[config.mk]
export PLATFORM = sky130hd
export DESIGN_NAME = mem_arbiter
export DESIGN_NICKNAME = d
export VERILOG_FILES = /design/src/rtl/mem_arbiter.sv
export SDC_FILE = /design/constraint.sdc
export NUM_CORES = 1
export LEC_CHECK = 0
export ABC_AREA = 1
export ABC_CLOCK_PERIOD_IN_PS = 2300
export BUFFER_PORTS_ARGS = -buffer_cell sky130_fd_sc_hd__buf_4
export CORE_AREA = 10 10 126 128
export CTS_CLUSTER_DIAMETER = 40
export CTS_CLUSTER_SIZE = 14
export DETAILED_ROUTE_END_ITERATION = 16
export DIE_AREA = 0 0 136 138
export PLACE_DENSITY = 0.76
export SYNTH_ARGS = -nofsm -noshare
export SYNTH_HDL_FRONTEND = slang
export SYNTH_SLANG_ARGS = --single-unit
[constraint.sdc]
create_clock -name clk -period 2.3 [get_ports clk]
set_input_delay 0 -clock clk [delete_from_list [all_inputs] [get_ports clk]]
set_output_delay 0 -clock clk [all_outputs]
set_load 0.005 [all_outputs]
[src/rtl/mem_arbiter.sv]
// mem_arbiter: shares one SPI mem_controller between the fetch port (P0) and the data port (P1),
// holding the grant through a full done/req release handshake, with an optional hang watchdog.
module mem_arbiter #(
    parameter int ARB_MODE = 0,
    parameter int TIMEOUT  = 0
) (
    input  logic        clk,
    input  logic        rst_n,
    input  logic        p0_req,
    input  logic [31:0] p0_addr,
    output logic        p0_done,
    output logic [31:0] p0_rdata,
    input  logic        p1_req,
    input  logic [31:0] p1_addr,
    input  logic [2:0]  p1_num_bytes,
    input  logic        p1_write,
    input  logic [31:0] p1_wdata,
    output logic        p1_done,
    output logic [31:0] p1_rdata,
    output logic        mem_start,
    output logic [31:0] mem_addr,
    output logic [2:0]  mem_num_bytes,
    output logic        mem_write,
    output logic [31:0] mem_wdata,
    output logic        mem_is_data,
    input  logic        mem_done,
    input  logic [31:0] mem_instr_rd,
    input  logic [31:0] mem_data_rd,
    output logic [1:0]  grant,
    output logic        timeout_err
);
    localparam logic [1:0] IDLE    = 2'd0;
    localparam logic [1:0] GRANT   = 2'd1;
    localparam logic [1:0] RELEASE = 2'd2;
    logic [1:0]  state;
    logic        rr_ptr;
    logic [15:0] cnt;
    logic        tie;
    logic        pick_p1;
    logic        own_req;
    logic        expire;
    always_comb begin
        tie     = p0_req & p1_req;
        pick_p1 = p1_req & (~p0_req | (ARB_MODE == 0) | rr_ptr);
        own_req = grant[1] ? p1_req : p0_req;
        expire  = (TIMEOUT > 0) && (({1'b0, cnt} + 17'd1) == 17'(TIMEOUT));
    end
    // rr_ptr names the port that wins the next tie; it only moves on a tie
    always_ff @(posedge clk) begin
        if (!rst_n) begin
            state         <= IDLE;
            rr_ptr        <= 1'b0;
            cnt           <= '0;
            grant         <= '0;
            mem_start     <= 1'b0;
            mem_addr      <= '0;
            mem_num_bytes <= '0;
            mem_write     <= 1'b0;
            mem_wdata     <= '0;
            mem_is_data   <= 1'b0;
            p0_done       <= 1'b0;
            p0_rdata      <= '0;
            p1_done       <= 1'b0;
            p1_rdata      <= '0;
            timeout_err   <= 1'b0;
        end else begin
            case (state)
                IDLE: if (!mem_done && (p0_req || p1_req)) begin
                    state         <= GRANT;
                    grant         <= pick_p1 ? 2'b10 : 2'b01;
                    mem_start     <= 1'b1;
                    cnt           <= '0;
                    mem_addr      <= pick_p1 ? p1_addr : p0_addr;
                    mem_num_bytes <= pick_p1 ? p1_num_bytes : 3'd4;
                    mem_write     <= pick_p1 & p1_write;
                    mem_wdata     <= pick_p1 ? p1_wdata : '0;
                    mem_is_data   <= pick_p1 & ~p1_write;
                    if (tie) rr_ptr <= ~pick_p1;
                end
                GRANT: if (mem_done || expire) begin
                    state     <= RELEASE;
                    mem_start <= 1'b0;
                    p0_done   <= grant[0];
                    p1_done   <= grant[1];
                    if (grant[0]) p0_rdata <= mem_done ? mem_instr_rd : '0;
                    if (grant[1]) p1_rdata <= (mem_done && !mem_write) ? mem_data_rd : '0;
                    if (!mem_done) timeout_err <= 1'b1;
                end else begin
                    cnt <= cnt + 16'd1;
                end
                RELEASE: if (!own_req && !mem_done) begin
                    state   <= IDLE;
                    grant   <= '0;
                    p0_done <= 1'b0;
                    p1_done <= 1'b0;
                end
                default: state <= IDLE;
            endcase
        end
    end
endmodule

==> metrics.txt, run 1 <==
first-pass GRT wire length=35,900 um; Rel. slew slack=32.3%; Yosys cell types=18; final net count=1,255; routed length on met1=8620 um; Clock transition at path regs=0.06 ns; CP Data Arrival Time=2.12 ns; Max IR drop VDD=0.000415 V; Total Power=6.46 mW; Hold Crit Depth=3; worst slew pin tran=1.01 ns; RSZ-0062 raised after global routing=false; TNS Setup=0 ns; max_cap viols=0; Worst setup SP type=register; DRC=0; CP Capture Type=register; Final ANT Viol Nets=0; vias in the first global route=6,744; Placed Area=7630 um^2; Int Pwr=4.95 mW; Worst Slack Setup Final=0.508 ns; Die Span Y=138 um; worst r2r path cells=6; PostCTS Resize Cnt=0; total grt overflow=0; Clock Latency Late Sink=0.42 ns; clock root buffer=clkbuf_16; Sw Share=23.4%; Hold Crit Class=input port to register; leading cell types by count after synthesis=dfxtp_1 (140), a21oi_1 (108), nand2_1 (79); Clock Sinks=140; Max Fclk=558 MHz; Pwr Density=650 nW/um^2; post-placement cell count=1,079; min Tclk post-route=1.79 ns; Layout fillers=868; vias post-DR=6,441; CP Class=register to register; Die X=136 um; starting density of the core=39.1%; antenna violations before repair=3; max-slew violations=0; final std cell area, no fill=9940 um^2; FFs w/ async S/R, synth=0%; YS warnings=0; synthesis-to-layout area growth=88.3%; syn nets=805; sequential share of power=40.0%; Net Switching=1.51 mW; fin crit share=77.9%; top layer used by detailed routing=met4; Post-synth EDFFs=0; routed vias/inst=5.02; final setup fails=0; TritonRoute pass-1 iters=5; WL final=23,400 um; IO Count=308; worst hold slack=0.0776 ns; Comb pwr share=15.9%; met2 routed WL=11,800 um; portion of synthesized cell area occupied by the leading cell type=53.1%; Post-synth top flop=dfxtp_1; PortBufs=306; Site Rows=43; cell with the most instances after synthesis=dfxtp_1; Syn Std Cell Area=5280 um^2; endpoints failing hold=0; Final Core Density=73.6%; WL per Instance=18.2 um; DP Wirelength=13,700 um; DR WL met3=2060 um; clock skew=0.00593 ns; RD Place Congestion=0.808; initial DRC count=382; Synth area leaders=dfxtp_1 (53%), a21oi_1 (10%), nand3_1 (6.9%), mux2i_1 (6.1%), o21ai_0 (6.1%); CTS buffer count=17; post-synthesis sequential area ratio=53.1%; layout cells sized above 1=32.4%; Non-Filler Instances=1,282; Yosys top cell by area=dfxtp_1; CTS Buffer Depth=2; worst slack, placed=0.639 ns; Core ar.=13,500 um^2; synthesized instance count=636; largest net degree at the start of global routing=66; Max H-tree Level=4; #FFs+latches synth=140; CP required=2.62 ns; outcome=finished, final reports clean; Avg Synthesized Cell Area=8.30 um^2; area of the die=18,800 um^2; Clock power frac=44.1%; CTS tree=done; P_leak=4.40 nW; worst-path maximum fanout=52; Tot GR Track Use=23.7%
==> registers in the layout, summed over array words and instances (netlist names) <==
name and count:
mem_is_data 1, mem_write 1, mem_addr 32, p1_done 1, mem_start 1, p1_rdata 32
p0_done 1, mem_num_bytes 3, p0_rdata 32, mem_wdata 32, state 2, grant 2
==> cells in the final DEF, fill, tap and decap left out <==
cell and n:
diode_2 3, buf_4 315, o21ai_0 64, nand2_1 79, dfxtp_1 140, clkinv_2 1, nand2_2 2, clkbuf_8 4
buf_12 2, a21oi_1 108, inv_2 4, clkbuf_16 17, clkinv_4 2, conb_1 1, o21ai_1 1, bufinv_16 3
nand3_2 1, clkbuf_1 2, dlygate4sd3_1 168, mux2i_1 32, nor2_4 2, inv_1 6, nor2_1 69, nand3_1 73
clkinvlp_4 3
==> path summary, 6_finish.rpt <==
kind                       end         start  slack (ns)
setup / recovery   mem_addr[7]      state[1]        0.51
setup reg to reg   mem_addr[7]      state[1]        0.51
hold reg to reg   p1_rdata[13]  p1_rdata[13]        0.46
hold / removal    mem_wdata[0]         rst_n        0.08
==> cell type report <==
class / instances / area (um^2) / area share [%]
inverters: 10 / 37.5 / 0.378
diodes: 3 / 7.51 / 0.0755
multi-input cells: 432 / 2160 / 21.7
flip-flops and latches: 140 / 2800 / 28.2
repair buffers: 485 / 4090 / 41.1
clock buffers: 23 / 488 / 4.91
well taps: 180 / 225 / 2.27
clock inverters: 9 / 135 / 1.36
==> power groups by stage <==
stage	combinational, mW	sequential, mW	clock [mW]
after floorplan	0.290	2.63	0
after global placement	0.729	2.62	0
after detailed placement	0.736	2.62	0
after CTS	0.988	2.57	2.89
after global routing	1.10	2.59	2.99
final	1.03	2.58	2.85
==> cells by family (layout without fill, tap and decap cells) <==
group,after synthesis,in the layout,synth area share [%]
AO/OA/AOI/OAI,173,173,16.4
AND/OR/NAND/NOR,226,226,18.3
flip-flops,140,140,53.1
other,1,4,0.0710
buffers and inverters,64,527,6.07
multiplexers,32,32,6.07
==> repair_timing <==
action / 4_1_cts / 5_1_grt
endpoints found under the hold margin: 136 / 0
hold buffers: 168 / 0
buffers inserted: 0 / 0
==> per-layer routing <==
layer / vias up / global-route usage (%)
met4: 0 / 12.0
met5: - / 0
li1: 3050 / -
met2: 338 / 40.8
met3: 66 / 7.86
met1: 2987 / 25.1
==> worst max-delay path: stages, from the launching register on <==
cell and delay, ns:
dfxtp_1 0.34, inv_1 0.08, nand2_1 0.10, nor2_4 0.47, buf_12 0.29, o21ai_0 0.16
a21oi_1 0.24
(Power assumes the default switching activity.)
==> run 2, diff against run 1 <==
==> config.mk (replaced) <==
export PLATFORM = sky130hd
export DESIGN_NAME = mem_arbiter
export DESIGN_NICKNAME = d
export VERILOG_FILES = /design/src/rtl/mem_arbiter.sv
export SDC_FILE = /design/constraint.sdc
export NUM_CORES = 1
export LEC_CHECK = 0
export ABC_AREA = 0
export ABC_CLOCK_PERIOD_IN_PS = 1800
export BUFFER_PORTS_ARGS = -buffer_cell sky130_fd_sc_hd__buf_4
export CORE_AREA = 10 10 131 133
export CTS_CLUSTER_DIAMETER = 40
export CTS_CLUSTER_SIZE = 14
export DETAILED_ROUTE_END_ITERATION = 16
export DIE_AREA = 0 0 141 143
export PLACE_DENSITY = 0.74
export SYNTH_ARGS = -nofsm -noshare
export SYNTH_HDL_FRONTEND = slang
export SYNTH_SLANG_ARGS = --single-unit
==> constraint.sdc (replaced) <==
create_clock -name clk -period 1.8 [get_ports clk]
set_input_delay 0 -clock clk [delete_from_list [all_inputs] [get_ports clk]]
set_output_delay 0 -clock clk [all_outputs]
set_load 0.005 [all_outputs]
==> metrics.txt, run 2 <==
synthesized instance count=646; layout cells sized above 1=33.9%; #FFs+latches synth=140; outcome=finished, final reports clean; clock root buffer=clkbuf_16; post-placement cell count=1,073; Post-CTS Setup Inserts=0; initial DRC count=295; Syn Std Cell Area=5690 um^2; Yosys cell types=33; routed vias/inst=5.14; Non-Filler Instances=1,267; slowest stage delay, CP=0.39 ns; DRC=0; crit path cell chain=nor3_4, buf_12, a21oi_1, a211oi_1; Max IR drop VDD=0.000568 V; Die X=141 um; antenna violations before repair=2; final std cell area, no fill=10,300 um^2; largest net degree at the start of global routing=108; fin crit share=85.9%; Worst Slack Setup Final=0.255 ns; clock skew=0.00929 ns; Crit-path slowest cell=dfxtp_1; Post-CTS Hold Fix Bufs=160; worst-path maximum fanout=72; commonest non-fill, non-tap cell in the layout=buf_4; Synth area leaders=dfxtp_1 (49%), o21ai_1 (8.9%), nand2_1 (6.7%), mux2i_1 (5.8%), nand4b_1 (5.2%); WL per Instance=18.4 um; Post-synth top flop=dfxtp_1; commonest cells after routing, fill and taps aside=buf_4 (309), dlygate4sd3_1 (160), dfxtp_1 (140); final setup fails=0; Tot GR Track Use=21.9%; final net count=1,237; TNS Setup=0 ns; endpoints failing hold=0; Layout fillers=981; cell with the most instances after synthesis=dfxtp_1; Clock transition at path regs=0.06 ns; Site Rows=44; min Tclk post-route=1.55 ns; area of the die=20,200 um^2; P_leak=4.43 nW; worst slack, placed=0.325 ns; portion of synthesized cell area occupied by the leading cell type=49.2%; TritonRoute pass-1 iters=8; synthesis-to-layout area growth=80.7%; starting density of the core=39.5%; WL final=23,400 um; Total Power=8.22 mW; CTS buffer count=17; CP Capture Type=register; PostCTS Resize Cnt=0; RSZ-0062 raised after global routing=false; vias post-DR=6,510; Yosys top cell by area=dfxtp_1; total grt overflow=0; Hold Crit Class=input port to register; leading cell types by count after synthesis=dfxtp_1 (140), nand2_1 (101), o21ai_1 (101); first-pass GRT wire length=35,800 um; Avg Synthesized Cell Area=8.81 um^2; Final Core Density=71.3%; Pwr Density=799 nW/um^2; max_cap viols=0; Core ar.=14,400 um^2; CTS tree=done; CP Data Arrival Time=1.85 ns; Placed Area=8080 um^2; IO Count=308; Final ANT Viol Nets=0; CP required=2.10 ns; Max Fclk=647 MHz; syn nets=815; Worst setup SP type=register; YS warnings=0; post-synthesis sequential area ratio=49.2%; Clock Sinks=140; CP Class=register to register; worst hold slack=0.0125 ns; Die Span Y=143 um; vias in the first global route=6,701; FFs w/ async S/R, synth=0%; Post-synth EDFFs=0; DP Wirelength=14,300 um; CTS Buffer Depth=2; PortBufs=306; Max H-tree Level=4; max-slew violations=0; RD Place Congestion=0.771; Clock Latency Late Sink=0.41 ns
run 2: changes by cell type after synthesis, sizes merged, moves of 34 or more:
cell	delta
nand3	-40
nor2	-67
nand4b	+34
o21ai	+36
a21oi	-73
nand4	+35
run 2: path summary, 6_finish.rpt:
kind                            cells past startpoint  slack (ns)        from          end
worst min register to register                      2        0.45   mem_write    mem_write
worst max register to register                      4        0.25    state[1]  mem_addr[2]
worst max-delay path                                4        0.25    state[1]  mem_addr[2]
worst min-delay path                                3        0.01  p0_addr[4]  mem_addr[4]
run 2: routing by layer:
metal	part of all wire [%]	global-route usage (%)	vias up
li1	-	-	3168
met1	38	23.7	2977
met2	49	36.1	302
met3	10	9.65	63
met4	3.6	10.9	0
met5	0	0	-
run 2: cells by family (layout without fill, tap and decap cells):
family | after synthesis | after routing | synth area share (%)
flip-flops | 140 | 140 | 49.2
AO/OA/AOI/OAI | 174 | 174 | 18.2
multiplexers | 33 | 33 | 5.80
buffers and inverters | 79 | 514 | 6.18
AND/OR/NAND/NOR | 219 | 219 | 20.5
other | 1 | 3 | 0.0659
run 2: area by class of cell:
type	instances	area [um^2]	share of cell area (%)
timing repair buffer	478	4090	39.8
sequential	140	2800	27.2
multi-input combinational	427	2540	24.7
clock buffer	21	470	4.57
tap	184	230	2.24
clock inverter	11	133	1.29
inverter	4	15.0	0.146
antenna	2	5.00	0.0486
run 2: power by group:
part           internal, mW  leakage (nW)  switching, mW
combinational         0.803          3.01          0.578
sequential             3.22          1.14         0.0782
clock                  2.17         0.279           1.37
total                  6.19          4.43           2.03
run 2: worst max-delay path, delay by kind of cell (launching register included):
family	cells	cell delay, ns
AO/OA/AOI/OAI	2	0.44
flip-flops	1	0.39
buffers and inverters	1	0.31
AND/OR/NAND/NOR	1	0.27
